## config.mk

```make
export PLATFORM = sky130hd
export DESIGN_NAME = spi_slave_rx
export DESIGN_NICKNAME = d
export VERILOG_FILES = /design/src/rtl/spi_pkg.sv /design/src/rtl/spi_sync_edge.sv /design/src/rtl/spi_slave_rx.sv
export SDC_FILE = /design/constraint.sdc
export NUM_CORES = 1
export LEC_CHECK = 0
export CORE_ASPECT_RATIO = 1.5
export CORE_UTILIZATION = 30
export CTS_CLUSTER_SIZE = 10
export DETAILED_ROUTE_END_ITERATION = 8
export GPL_ROUTABILITY_DRIVEN = 0
export GPL_TIMING_DRIVEN = 0
export HOLD_SLACK_MARGIN = 0.1
export SLEW_MARGIN = 10
export SYNTH_ARGS = -nofsm -noshare
export SYNTH_HDL_FRONTEND = slang
export SYNTH_SLANG_ARGS = --single-unit
```

## constraint.sdc

```tcl
create_clock -name clk -period 2.9 [get_ports clk]
set_clock_uncertainty 0.15 [all_clocks]
set_input_delay 0.58 -clock clk [delete_from_list [all_inputs] [get_ports clk]]
set_output_delay 0.58 -clock clk [all_outputs]
set_load 0.01 [all_outputs]
```

## src/rtl/spi_pkg.sv

```systemverilog
// Shared types and constants for the SPI mode-0 receive path.
//   spi_rx_state_t : receiver FSM states
//   BYTE_W         : bits per SPI byte
//   BIT_CNT_W      : width of the bit-within-byte counter
//   BYTE_CNT_W     : width of the byte-within-word counter (fixed at 2 to match the master framing)
//   SPI_CPOL/CPHA  : the link runs in mode 0 (sclk idles low, sample on rise, shift on fall)
package spi_pkg;

    typedef enum logic [1:0] {
        WAIT_IDLE = 2'd0,
        IDLE      = 2'd1,
        ACTIVE    = 2'd2
    } spi_rx_state_t;

    localparam int   BYTE_W     = 8;
    localparam int   BIT_CNT_W  = 3;
    localparam int   BYTE_CNT_W = 2;
    localparam logic SPI_CPOL   = 1'b0;
    localparam logic SPI_CPHA   = 1'b0;

endpackage

```

## src/rtl/spi_sync_edge.sv

```systemverilog
// Multi-flop synchronizer for an asynchronous SPI pin plus rise/fall detection
// on the synchronized value. The edge strobes are combinational from flops and
// are high for exactly the one clk cycle after the synchronized value changes.
//   clk   : system clock
//   rst   : asynchronous active-low reset
//   din   : asynchronous pin
//   dout  : synchronized pin value
//   rise  : synchronized 0->1 strobe
//   fall  : synchronized 1->0 strobe
// RESET_VAL sets the idle level the chain (and its delayed copy) resets to,
// so no spurious edge is reported out of reset.
module spi_sync_edge #(
    parameter int   SYNC_STAGES = 2,
    parameter logic RESET_VAL   = 1'b0
) (
    input  logic clk,
    input  logic rst,
    input  logic din,
    output logic dout,
    output logic rise,
    output logic fall
);

    logic [SYNC_STAGES-1:0] sync_q;
    logic [SYNC_STAGES-1:0] sync_d;
    logic                   dly_q;
    logic                   dly_d;

    always_comb begin
        sync_d = {sync_q[SYNC_STAGES-2:0], din};
        dly_d  = sync_q[SYNC_STAGES-1];
    end

    always_ff @(posedge clk or negedge rst) begin
        if (!rst) begin
            sync_q <= {SYNC_STAGES{RESET_VAL}};
            dly_q  <= RESET_VAL;
        end else begin
            sync_q <= sync_d;
            dly_q  <= dly_d;
        end
    end

    assign dout = sync_q[SYNC_STAGES-1];
    assign rise = dout & ~dly_q;
    assign fall = ~dout & dly_q;

endmodule

```

## src/rtl/spi_slave_rx.sv

```systemverilog
// SPI mode-0 responder. Oversamples sclk/cs_n/mosi in the clk domain,
// assembles MSB-first bytes into a DATA_BYTES-wide word (byte 0 in the MSBs)
// and shifts a preloaded response word out on miso in the same frame.
//   clk           : system clock, >= 4x sclk
//   rst           : asynchronous active-low reset
//   sclk, cs_n    : SPI clock / chip select from the master (async)
//   mosi          : master-out data (async)
//   miso          : slave-out data, 0 outside a frame
//   tx_word       : response word, taken at frame start and at each word boundary
//   rx_byte       : last completed byte, with rx_byte_valid pulse and byte_idx slot
//   rx_word       : last completed word, with rx_word_valid pulse
//   frame_err     : pulse when cs_n rises mid-byte or mid-word
//   busy          : high while a frame is being received
//
// state     | meaning
// ----------+-------------------------------------------------------------
// WAIT_IDLE | after reset; wait for synchronizers to settle and cs_n high
// IDLE      | no frame; waiting for cs_n to fall
// ACTIVE    | inside a frame; shifting on sclk edges
module spi_slave_rx
    import spi_pkg::*;
#(
    parameter int DATA_BYTES  = 4,
    parameter int SYNC_STAGES = 2
) (
    input  logic                         clk,
    input  logic                         rst,
    input  logic                         sclk,
    input  logic                         cs_n,
    input  logic                         mosi,
    output logic                         miso,
    input  logic [BYTE_W*DATA_BYTES-1:0] tx_word,
    output logic [BYTE_W-1:0]            rx_byte,
    output logic                         rx_byte_valid,
    output logic [BYTE_CNT_W-1:0]        byte_idx,
    output logic [BYTE_W*DATA_BYTES-1:0] rx_word,
    output logic                         rx_word_valid,
    output logic                         frame_err,
    output logic                         busy
);

    localparam int W        = BYTE_W * DATA_BYTES;
    localparam int SETTLE_W = $clog2(SYNC_STAGES + 1);
    localparam logic [BYTE_CNT_W-1:0] LAST_BYTE = BYTE_CNT_W'(DATA_BYTES - 1);
    localparam logic [BIT_CNT_W-1:0]  LAST_BIT  = BIT_CNT_W'(BYTE_W - 1);

    // ------------------------------------------------------------------
    // Input synchronization
    // ------------------------------------------------------------------
    logic sclk_s, sclk_rise, sclk_fall;
    logic cs_n_s, cs_n_rise, cs_n_fall;
    logic mosi_s;

    spi_sync_edge #(
        .SYNC_STAGES (SYNC_STAGES),
        .RESET_VAL   (SPI_CPOL)
    ) u_sync_sclk (
        .clk  (clk),
        .rst  (rst),
        .din  (sclk),
        .dout (sclk_s),
        .rise (sclk_rise),
        .fall (sclk_fall)
    );

    spi_sync_edge #(
        .SYNC_STAGES (SYNC_STAGES),
        .RESET_VAL   (1'b1)
    ) u_sync_cs_n (
        .clk  (clk),
        .rst  (rst),
        .din  (cs_n),
        .dout (cs_n_s),
        .rise (cs_n_rise),
        .fall (cs_n_fall)
    );

    // mosi only needs a level, sampled on sclk rise; same depth as sclk keeps
    // the data aligned with the edge that qualifies it.
    logic [SYNC_STAGES-1:0] mosi_sync_q;
    logic [SYNC_STAGES-1:0] mosi_sync_d;

    always_comb begin
        mosi_sync_d = {mosi_sync_q[SYNC_STAGES-2:0], mosi};
    end

    assign mosi_s = mosi_sync_q[SYNC_STAGES-1];

    // sclk level itself is not needed; only its edges are.
    logic sclk_level_unused;
    assign sclk_level_unused = sclk_s;

    // ------------------------------------------------------------------
    // Receiver state
    // ------------------------------------------------------------------
    spi_rx_state_t           state_q, state_d;
    logic [SETTLE_W-1:0]     settle_cnt_q, settle_cnt_d;
    logic [BIT_CNT_W-1:0]    bit_cnt_q, bit_cnt_d;
    logic [BYTE_CNT_W-1:0]   byte_cnt_q, byte_cnt_d;
    logic [BYTE_W-1:0]       rx_shift_q, rx_shift_d;
    logic [W-1:0]            tx_shift_q, tx_shift_d;
    logic                    reload_q, reload_d;
    logic [W-1:0]            acc_q, acc_d;

    logic [BYTE_W-1:0]       rx_byte_q, rx_byte_d;
    logic                    rx_byte_valid_q, rx_byte_valid_d;
    logic [BYTE_CNT_W-1:0]   byte_idx_q, byte_idx_d;
    logic [W-1:0]            rx_word_q, rx_word_d;
    logic                    rx_word_valid_q, rx_word_valid_d;
    logic                    frame_err_q, frame_err_d;
    logic                    busy_q, busy_d;
    logic                    miso_q, miso_d;

    logic [BYTE_W-1:0]       new_byte;
    logic [W-1:0]            word_next;

    always_comb begin
        state_d         = state_q;
        settle_cnt_d    = settle_cnt_q;
        bit_cnt_d       = bit_cnt_q;
        byte_cnt_d      = byte_cnt_q;
        rx_shift_d      = rx_shift_q;
        tx_shift_d      = tx_shift_q;
        reload_d        = reload_q;
        acc_d           = acc_q;
        rx_byte_d       = rx_byte_q;
        rx_byte_valid_d = 1'b0;
        byte_idx_d      = byte_idx_q;
        rx_word_d       = rx_word_q;
        rx_word_valid_d = 1'b0;
        frame_err_d     = 1'b0;

        new_byte  = {rx_shift_q[BYTE_W-2:0], mosi_s};

        // Accumulator with the byte being completed dropped into its slot.
        word_next = acc_q;
        for (int i = 0; i < DATA_BYTES; i++) begin
            if (byte_cnt_q == BYTE_CNT_W'(i)) begin
                word_next[W-1-BYTE_W*i -: BYTE_W] = new_byte;
            end
        end

        unique case (state_q)
            WAIT_IDLE: begin
                // The cs_n synchronizer resets to 1; until it has been refilled
                // from the pin, a high value there says nothing about the bus.
                if (settle_cnt_q != SETTLE_W'(SYNC_STAGES)) begin
                    settle_cnt_d = settle_cnt_q + SETTLE_W'(1);
                end else if (cs_n_s) begin
                    state_d = IDLE;
                end
            end

            IDLE: begin
                if (cs_n_fall) begin
                    state_d    = ACTIVE;
                    bit_cnt_d  = '0;
                    byte_cnt_d = '0;
                    rx_shift_d = '0;
                    acc_d      = '0;
                    reload_d   = 1'b0;
                    tx_shift_d = tx_word;
                end
            end

            ACTIVE: begin
                if (cs_n_rise) begin
                    state_d = IDLE;
                    if ((bit_cnt_q != '0) || (byte_cnt_q != '0)) begin
                        frame_err_d = 1'b1;
                    end
                end else if (sclk_rise) begin
                    rx_shift_d = new_byte;
                    bit_cnt_d  = bit_cnt_q + BIT_CNT_W'(1);
                    if (bit_cnt_q == LAST_BIT) begin
                        rx_byte_d       = new_byte;
                        rx_byte_valid_d = 1'b1;
                        byte_idx_d      = byte_cnt_q;
                        acc_d           = word_next;
                        if (byte_cnt_q == LAST_BYTE) begin
                            rx_word_d       = word_next;
                            rx_word_valid_d = 1'b1;
                            byte_cnt_d      = '0;
                            reload_d        = 1'b1;
                        end else begin
                            byte_cnt_d = byte_cnt_q + BYTE_CNT_W'(1);
                        end
                    end
                end else if (sclk_fall) begin
                    // At a word boundary the next fall presents the new
                    // response word's MSB instead of shifting.
                    if (reload_q) begin
                        tx_shift_d = tx_word;
                        reload_d   = 1'b0;
                    end else begin
                        tx_shift_d = tx_shift_q << 1;
                    end
                end
            end

            default: begin
                state_d = WAIT_IDLE;
            end
        endcase

        busy_d = (state_d == ACTIVE);
        miso_d = (state_d == ACTIVE) ? tx_shift_d[W-1] : 1'b0;
    end

    always_ff @(posedge clk or negedge rst) begin
        if (!rst) begin
            mosi_sync_q     <= '0;
            state_q         <= WAIT_IDLE;
            settle_cnt_q    <= '0;
            bit_cnt_q       <= '0;
            byte_cnt_q      <= '0;
            rx_shift_q      <= '0;
            tx_shift_q      <= '0;
            reload_q        <= 1'b0;
            acc_q           <= '0;
            rx_byte_q       <= '0;
            rx_byte_valid_q <= 1'b0;
            byte_idx_q      <= '0;
            rx_word_q       <= '0;
            rx_word_valid_q <= 1'b0;
            frame_err_q     <= 1'b0;
            busy_q          <= 1'b0;
            miso_q          <= 1'b0;
        end else begin
            mosi_sync_q     <= mosi_sync_d;
            state_q         <= state_d;
            settle_cnt_q    <= settle_cnt_d;
            bit_cnt_q       <= bit_cnt_d;
            byte_cnt_q      <= byte_cnt_d;
            rx_shift_q      <= rx_shift_d;
            tx_shift_q      <= tx_shift_d;
            reload_q        <= reload_d;
            acc_q           <= acc_d;
            rx_byte_q       <= rx_byte_d;
            rx_byte_valid_q <= rx_byte_valid_d;
            byte_idx_q      <= byte_idx_d;
            rx_word_q       <= rx_word_d;
            rx_word_valid_q <= rx_word_valid_d;
            frame_err_q     <= frame_err_d;
            busy_q          <= busy_d;
            miso_q          <= miso_d;
        end
    end

    assign miso          = miso_q;
    assign rx_byte       = rx_byte_q;
    assign rx_byte_valid = rx_byte_valid_q;
    assign byte_idx      = byte_idx_q;
    assign rx_word       = rx_word_q;
    assign rx_word_valid = rx_word_valid_q;
    assign frame_err     = frame_err_q;
    assign busy          = busy_q;

endmodule

```

==> summary.md, run 1 <==
| Metric | Value |
|---|---|
| CP required | 3100 ps |
| Initial antenna violation count | 0 |
| I/O Buffers | 83 |
| Max_slew headroom | 54.7% |
| Setup crit start kind | flip-flop |
| Fin crit share | 83.8% |
| Vias | 5186 |
| Final Max Slew Viols | 0 |
| Critical path arrival | 2630 ps |
| Area growth, synth to finish | 26.9% |
| Die Area | 22300 um2 |
| Pin count of the biggest net entering global routing | 78 |
| Drt drc | 0 |
| Hold path start | mosi_sync_q[0] |
| Diode count | 0 |
| Routed Antenna Nets | 0 |
| Setup CP Type | flip-flop to flip-flop |
| Max FO, Critical Path | 10 |
| Die width | 122 um |
| Slew @ Worst Pin | 679 ps |
| Sequential fraction of the synthesis area | 49.4% |
| Status | complete, no violations |
| Syn Std Cell Area | 6490 um2 |
| Hold_ws | 198 ps |
| DP HPWL | 11900 um |
| Num rows | 65 |
| Crit Reg-Reg Startpoint | state_q[0] |
| Syn nets | 698 |
| Die height | 182 um |
| CTS tree | done |
| Layout cells sized above 1 | 16.8% |
| Synth Warn # | 0 |
| Post-layout worst setup margin | 471 ps |
| Hold Path End | mosi_sync_q[1] |
| Worst-Skew Late Latency | 420 ps |
| Top Ports | 84 |
| Num CTS Buffers | 17 |
| Syn Area/Cell | 10.1 um2 |
| TritonCTS Sinks | 128 |
| Clock root buffer | clkbuf_16 |
| Netlist cell types | 50 |
| Final setup violation count | 0 |
| Crit end category | flip-flop |
| Post-Syn Instances | 646 |
| Maximum clock insertion buffer count | 2 |
| Hold Path Stages | 0 |
| Routed WL per cell | 16.1 um |
| Post-placement setup slack | 495 ps |
| Synth Flop Type | dfrtp_1 |
| Fin nets | 802 |
| RR Endpoint | acc_q[17] |
| Worst Hold Class | flip-flop to flip-flop |
| R2r setup slk | 470 ps |
| Vias/cell | 5.03 |
| H-tree depth | 4 |
| RSZ-0062 raised after global routing | no |
| Grt total ovfl | 0 |
| Yosys reg bits | 128 |
| GRT Overall Usage | 15.8% |
| Number of global-route vias before repair | 5066 |
| Final hold violations | 0 |
| Clock-pin slew on the worst setup and hold paths | 50 ps |
| Core Area | 21100 um2 |
| Final WL | 16600 um |
| Global-route wire length before repair | 26900 um |
| Post-route minimum period | 2430 ps |
| FMAX | 412 MHz |
| Initial DRC count | 367 |
| Static Leakage | 3.70 nW |
| Peak supply drop | 0.000396 V |
| Cell area power density | 663 nW/um2 |
| Worst Reg-to-Reg Cells | 7 |
| Number of synthesized flops with an enable pin | 0 |
| Initial core utilization | 30.7% |
| Max Cap Viol | 0 |
| DR pass1 iterations | 5 |
| Post-synth ARST share | 100% |
[synthesized netlist by cell type (3+ instances only)]
| cell type | number | area share (%) |
|---|---|---|
| inv_1 | 45 | 2.6 |
| a22oi_1 | 20 | 2.3 |
| nor2_1 | 7 | 0.40 |
| o21ai_0 | 60 | 4.6 |
| a32oi_1 | 5 | 0.67 |
| a21oi_1 | 26 | 2.0 |
| nand2_1 | 82 | 4.7 |
| nand3_2 | 26 | 4.0 |
| o21ai_1 | 4 | 0.31 |
| clkbuf_1 | 26 | 1.5 |
| mux2_2 | 21 | 3.6 |
| nor2b_1 | 28 | 2.7 |
| ha_1 | 15 | 2.9 |
| dfstp_2 | 3 | 1.2 |
| dfrtp_1 | 125 | 48 |
| nand2b_1 | 5 | 0.48 |
| and3_1 | 21 | 2.0 |
| buf_2 | 17 | 1.3 |
| buf_6 | 4 | 0.69 |
| nand3_1 | 29 | 2.2 |
| buf_4 | 4 | 0.46 |
| a22o_1 | 9 | 1.2 |
| nor3_1 | 4 | 0.31 |
| o221ai_1 | 20 | 2.7 |
| o221ai_2 | 10 | 2.3 |
[where the power goes]
| group | switching [mW] | internal, mW | total (mW) |
|---|---|---|---|
| sequential | 0.124 | 2.01 | 2.14 |
| combinational | 0.916 | 0.463 | 1.38 |
| clock | 0.815 | 1.14 | 1.95 |
| total | 1.86 | 3.61 | 5.47 |
[cell families (layout without fill, tap and decap cells)]
logic type	count (synthesis)	count (layout)	share of synthesized area, %
simple gates	211	211	18.3
compound gates	168	168	18.5
flops	128	128	49.4
buf+inv	101	218	7.03
mux	22	22	3.80
fa+ha+maj	15	15	2.89
xor+xnor	1	1	0.135
[layout make-up]
cell class	count	area, um2
clock buffer	20	457
sequential	128	3210
timing repair buffer	85	870
fill	2130	12900
tap	268	335
clock inverter	12	87.6
buffer	54	280
multi-input combinational	417	2830
inverter	47	176
[timing repair]
item | CTS | global route
hold buffers | 1 | 0
endpoints found under the hold margin | 51 | 0
setup buffers | 0 | 0
resized for setup | 0 | 0
[registers in the layout, summed over array words and instances, names as in the netlist, 3 cells and up]
name,flops
acc_q,24
bit_cnt_q,3
rx_byte,8
rx_shift_q,7
rx_word,32
tx_shift_q,32
[critical path, cell delays in order (launching register included)]
cell	delay (ps)
dfrtp_1	440
inv_1	110
ha_1	280
clkbuf_1	370
buf_2	300
buf_1	410
a22oi_1	170
nand3_1	120
[routing by layer]
layer	up-vias	share of wire, %	GRT usage [%]
li1	2486	-	-
met1	2550	40	17.8
met2	127	54	28.4
met3	23	3.7	4.03
met4	0	2.0	5.12
met5	-	0	0
[worst max path at each step]
| stage | from | to | slack [ps] | cells after the start |
|---|---|---|---|---|
| 2_1_floorplan | state_q[0] | acc_q[23] | 840 | 8 |
| 3_3_place_gp | rst | tx_shift_q[28] | -4210 | 1 |
| 3_5_place_dp | state_q[0] | acc_q[17] | 490 | 7 |
| 4_1_cts | state_q[0] | acc_q[17] | 480 | 7 |
| 5_1_grt | state_q[0] | acc_q[17] | 270 | 7 |
| 6_report | state_q[0] | acc_q[17] | 470 | 7 |
[metrics by stage]
stage | total power [mW] | instance area, um2 | utilization, % | setup TNS [ps] | std cells
after CTS | 5.51 | 8240 | 39.0 | 0 | 1031
after global routing | 5.76 | 8240 | 39.0 | 0 | 1031
after floorplan | 3.10 | 6490 | - | 0 | 646
final | 5.47 | 8240 | 39.0 | 0 | 1031
after global placement | 3.53 | 7660 | 36.2 | -532590 | 997
after detailed placement | 3.54 | 7690 | 36.4 | 0 | 998
[placed cells by master, fill, tap and decap left out, drive strengths merged, types with 26 or more instances in the layout]
cell type,Yosys,routed
a21oi,26,26
buf,28,30
clkbuf,26,46
clkdlybuf4s50,0,82
dfrtp,125,125
inv,47,48
nand2,82,82
nand3,55,55
nor2b,29,29
o21ai,64,64
o221ai,30,30
Power figures use the tool's default switching activity.
==> run 2: changes to the inputs <==
clock period = 2.5 ns   (was 2.9 ns; I/O delays follow)
==> summary.md, run 2 (synthesized netlist as in run 1, its figures left out) <==
| Metric | Value |
|---|---|
| Slew @ Worst Pin | 676 ps |
| Pin count of the biggest net entering global routing | 78 |
| Post-placement setup slack | 94.6 ps |
| H-tree depth | 4 |
| Final hold violations | 0 |
| DP HPWL | 11900 um |
| Vias/cell | 5.02 |
| Top Ports | 84 |
| Maximum clock insertion buffer count | 2 |
| Final Max Slew Viols | 0 |
| Initial core utilization | 30.7% |
| Post-CTS setup buffer count | 0 |
| Setup CP Type | flip-flop to flip-flop |
| Initial antenna violation count | 0 |
| Crit end category | flip-flop |
| Clock root buffer | clkbuf_16 |
| Final WL | 16700 um |
| Most frequent cells in the layout | dfrtp_1, nand2_1, clkdlybuf4s50_1 |
| Max_slew headroom | 54.9% |
| Diode count | 0 |
| GRT Overall Usage | 15.8% |
| Grt total ovfl | 0 |
| Number of global-route vias before repair | 5066 |
| Critical path arrival | 2500 ps |
| Final setup violation count | 0 |
| Die width | 122 um |
| TritonCTS Sinks | 128 |
| Max Cap Viol | 0 |
| Fin nets | 802 |
| CTS tree | done |
| CP required | 2680 ps |
| Core Area | 21100 um2 |
| Static Leakage | 3.70 nW |
| Max FO, Critical Path | 10 |
| Area growth, synth to finish | 27.0% |
| Clock-pin slew on the worst setup and hold paths | 60 ps |
| RSZ-0062 raised after global routing | no |
| Fin crit share | 92.8% |
| Status | complete, no violations |
| Num rows | 65 |
| FMAX | 431 MHz |
| Initial DRC count | 366 |
| DR pass1 iterations | 5 |
| Num CTS Buffers | 17 |
| Placed insts | 998 |
| Setup crit start kind | flip-flop |
| Cell area power density | 770 nW/um2 |
| Drt drc | 0 |
| Routed Antenna Nets | 0 |
| Post-route insts no fill | 1031 |
| Post-route minimum period | 2320 ps |
| Global-route wire length before repair | 26900 um |
| Layout cells sized above 1 | 16.9% |
| Post-layout worst setup margin | 180 ps |
| Die Area | 22300 um2 |
| Worst-Skew Late Latency | 420 ps |
| Die height | 182 um |
| Routed WL per cell | 16.2 um |
| I/O Buffers | 83 |
| Most common cell after layout, fill and taps aside | dfrtp_1 |
| Vias | 5176 |
| Hold_ws | 198 ps |
| Worst Hold Class | flip-flop to flip-flop |
| Peak supply drop | 0.000458 V |
-- run 2: cell types whose count changed in the layout (fill, tap and decap cells not counted), sizes merged --
cell    before  now
clkbuf      46   47
buf         30   29
-- run 2: report_power, final --
group	total, mW	switching (mW)	internal, mW
Combinational	1.60	1.06	0.538
Sequential	2.48	0.144	2.34
Clock	2.27	0.947	1.32
-- run 2: final timing paths --
kind                           startpoint        endpoint  slack [ps]  cells after the start
min                        mosi_sync_q[0]  mosi_sync_q[1]         200                      0
min in group asynchronous             rst     rx_word[10]         450                      2
min reg2reg                mosi_sync_q[0]  mosi_sync_q[1]         200                      0
max reg2reg                 byte_cnt_q[0]     rx_word[28]         180                      6
max                         byte_cnt_q[0]     rx_word[28]         180                      6
max in group asynchronous             rst  tx_shift_q[21]         980                      3
-- run 2: routing by layer --
layer  global-route usage (%)  wire [um]  vias to the layer above
met3                     4.03        587                       19
li1                         -          -                     2490
met5                        0          0                        -
met1                     17.8       6750                     2546
met4                     5.12        321                        0
met2                     28.4       9010                      121
-- run 2: metrics by stage --
step / utilization, % / total power [mW] / TNS [ps] / instance area (um2)
2_1_floorplan: - / 3.59 / 0 / 6490
3_3_place_gp: 36.2 / 4.09 / -573550 / 7660
3_5_place_dp: 36.4 / 4.11 / 0 / 7690
4_1_cts: 39.0 / 6.39 / 0 / 8240
5_1_grt: 39.0 / 6.68 / 0 / 8250
6_report: 39.0 / 6.35 / 0 / 8250
-- run 2: area by class of cell --
type	count	area, um2
plain buffers	54	282
clock buffers	20	457
clock inverters	12	87.6
fillers	2129	12900
inverters	47	176
multi-input cells	417	2830
flip-flops and latches	128	3210
well taps	268	335
repair buffers	85	870
-- run 2: repair_timing --
action / CTS / global route
hold buffers: 1 / 0
hold endpoints to repair: 51 / 0
resized for setup: 0 / 1
endpoints found under the setup margin: 0 / 10
-- run 2: worst max-delay path, cell delays in order, from the launching register on --
cell	delay, ps
dfrtp_1	430
inv_1	100
ha_1	350
clkbuf_1	380
clkbuf_1	490
a21oi_1	140
o21ai_0	200
==> run 3: changes to the inputs <==
ABC_AREA = 1   (was not set)
clock period = 2.4 ns   (was 2.5 ns; I/O delays follow)
==> summary.md, run 3 <==
| Metric | Value |
|---|---|
| Layout cells sized above 1 | 8.44% |
| Static Leakage | 3.95 nW |
| Most frequent cells in the layout | nand2_1, dfrtp_1, nor2_1 |
| Crit end category | flip-flop |
| Crit-path cells | inv_1, ha_1, buf_4, inv_2, a21oi_2, nand2_2, buf_2, o21ai_0, nor2_1, nor2_1 |
| CP Depth | 10 |
| Critical path arrival | 2350 ps |
| Clock-pin slew on the worst setup and hold paths | 60 ps |
| H-tree depth | 4 |
| Setup crit start kind | flip-flop |
| Post-route minimum period | 2150 ps |
| Sequential fraction of the synthesis area | 52.4% |
| CP required | 2600 ps |
| Post-placement setup slack | 230 ps |
| Routed WL per cell | 13.9 um |
| Net Sw Power | 3.16 mW |
| Area growth, synth to finish | 27.9% |
| Setup CP Type | flip-flop to flip-flop |
| Slowest CP cell | dfrtp_1 |
| Worst-Skew Late Latency | 420 ps |
| Fin nets | 987 |
| Sequential power share | 33.7% |
| TritonCTS Sinks | 135 |
| Diode count | 0 |
| Synth Warn # | 0 |
| Yosys reg bits | 135 |
| Status | complete, no violations |
| Most common cell after layout, fill and taps aside | nand2_1 |
| Crit-path max cell delay | 400 ps |
| Syn Std Cell Area | 6460 um2 |
| Final WL | 16900 um |
| Hold_ws | 197 ps |
| Cell family with most CP delay | buffers and inverters |
| Max FO, Critical Path | 10 |
| Final Util | 39.2% |
| DP Area | 7660 um2 |
| DR pass1 iterations | 5 |
| RSZ-0062 raised after global routing | no |
| Core Area | 21100 um2 |
| Grt total ovfl | 0 |
| Max Cap Viol | 0 |
| Sw Share | 37.3% |
| Post-Syn Instances | 831 |
| Buffers & Inverters on Critical Path | 4 |
| Synth Flop Type | dfrtp_1 |
| Peak supply drop | 0.000457 V |
| Cell area power density | 1020 nW/um2 |
| Initial DRC count | 299 |
| CP startpoint | state_q[0] |
| Clock share of power | 30.6% |
| GRT Overall Usage | 16.2% |
| Die width | 122 um |
| Post-layout worst setup margin | 254 ps |
| Clock root buffer | clkbuf_16 |
| Number of global-route vias before repair | 5357 |
| Crit Reg-Reg Startpoint | state_q[0] |
| Vias | 5517 |
| Vias/cell | 4.54 |
| Fin crit share | 89.4% |
| Area share of the largest cell type after synthesis | 51.1% |
| Critical path's most frequent cell | nor2_1 |
| Initial core utilization | 30.7% |
| Setup TNS | 0 ps |
| Hold Path Stages | 0 |
| Post-CTS setup buffer count | 0 |
| Num rows | 65 |
| Die height | 182 um |
| Routed Antenna Nets | 0 |
| FMAX | 466 MHz |
| Comb power frac | 35.7% |
| Syn nets | 883 |
| Num CTS Buffers | 17 |
| Final instance area | 8260 um2 |
| Max_slew headroom | 64.2% |
| Drt drc | 0 |
| Final hold violations | 0 |
| Hold path start | mosi_sync_q[0] |
| Die Area | 22100 um2 |
| Initial antenna violation count | 0 |
| Final Max Slew Viols | 0 |
| Post-synth ARST share | 100% |
| Top-count cell post-synth | nand2_1 |
| Area contributors post-synth | dfrtp_1, nand2_1, nor2_1 |
| Worst Reg-to-Reg Cells | 10 |
| Power, Total | 8.46 mW |
| DP HPWL | 11800 um |
| Syn Area/Cell | 7.77 um2 |
| Pint | 5.30 mW |
| Final setup violation count | 0 |
| Netlist cell types | 27 |
| Synth area leader | dfrtp_1 |
| Slew @ Worst Pin | 537 ps |
| Number of synthesized flops with an enable pin | 0 |
| Top Ports | 84 |
| Pin count of the biggest net entering global routing | 70 |
| Maximum clock insertion buffer count | 2 |
| Post-route insts no fill | 1216 |
| Commonest cells post-synth | nand2_1, dfrtp_1, nor2_1 |
| Global-route wire length before repair | 27500 um |
| Worst Hold Class | flip-flop to flip-flop |
| Placed insts | 1183 |
| CTS tree | done |
| I/O Buffers | 83 |
[run 3: logic make-up (layout without fill, tap and decap cells)]
family / after synthesis / in the layout / synth area share [%]
simple gates: 416 / 416 / 25.0
compound gates: 154 / 154 / 12.0
flops: 135 / 135 / 52.4
buf+inv: 110 / 227 / 7.56
fa+ha+maj: 15 / 15 / 2.91
xor+xnor: 1 / 1 / 0.136
[run 3: path summary, 6_finish.rpt]
path                                       end  slack, ps
worst max-delay path            tx_shift_q[21]        250
min in group asynchronous       tx_shift_q[14]        440
max in group asynchronous           rx_word[8]        930
worst min-delay path            mosi_sync_q[1]        200
worst min register to register  mosi_sync_q[1]        200
worst max register to register  tx_shift_q[21]        250
[run 3: power by group through the flow]
| stage | Sequential [mW] | Combinational, mW | Clock, mW |
|---|---|---|---|
| floorplan | 2.84 | 2.25 | 0 |
| global placement | 2.88 | 3.02 | 0 |
| detailed placement | 2.89 | 3.04 | 0 |
| CTS | 2.86 | 3.06 | 2.67 |
| global route | 2.90 | 3.41 | 2.78 |
| finish | 2.85 | 3.02 | 2.59 |
[run 3: repair_timing]
action | 4_1_cts | 5_1_grt
hold buffers | 1 | 0
resized for setup | 0 | 0
endpoints found under the hold margin | 64 | 0
[run 3: worst register-to-register path, cell delays in order, from the launching register on]
cell and delay [ps]:
dfrtp_1 400, inv_1 130, ha_1 160, buf_4 160, inv_2 110, a21oi_2 190, nand2_2 190, buf_2 240
o21ai_0 200, nor2_1 60, nor2_1 80
[run 3: final cells by class]
cell class                 instances  area [um2]
timing repair buffer              85         873
fill                            2151       12800
inverter                          70         263
sequential                       135        3380
clock inverter                    13         149
clock buffer                      19         443
buffer                            40         225
multi-input combinational        586        2590
tap                              268         335
[run 3: routing by layer]
metal	vias to the layer above	track usage, %	part of all wire, %
met1	2580	18.9	43
met4	0	6.07	1.7
li1	2807	-	-
met3	19	3.45	3.5
met5	-	0	0
met2	111	28.6	52
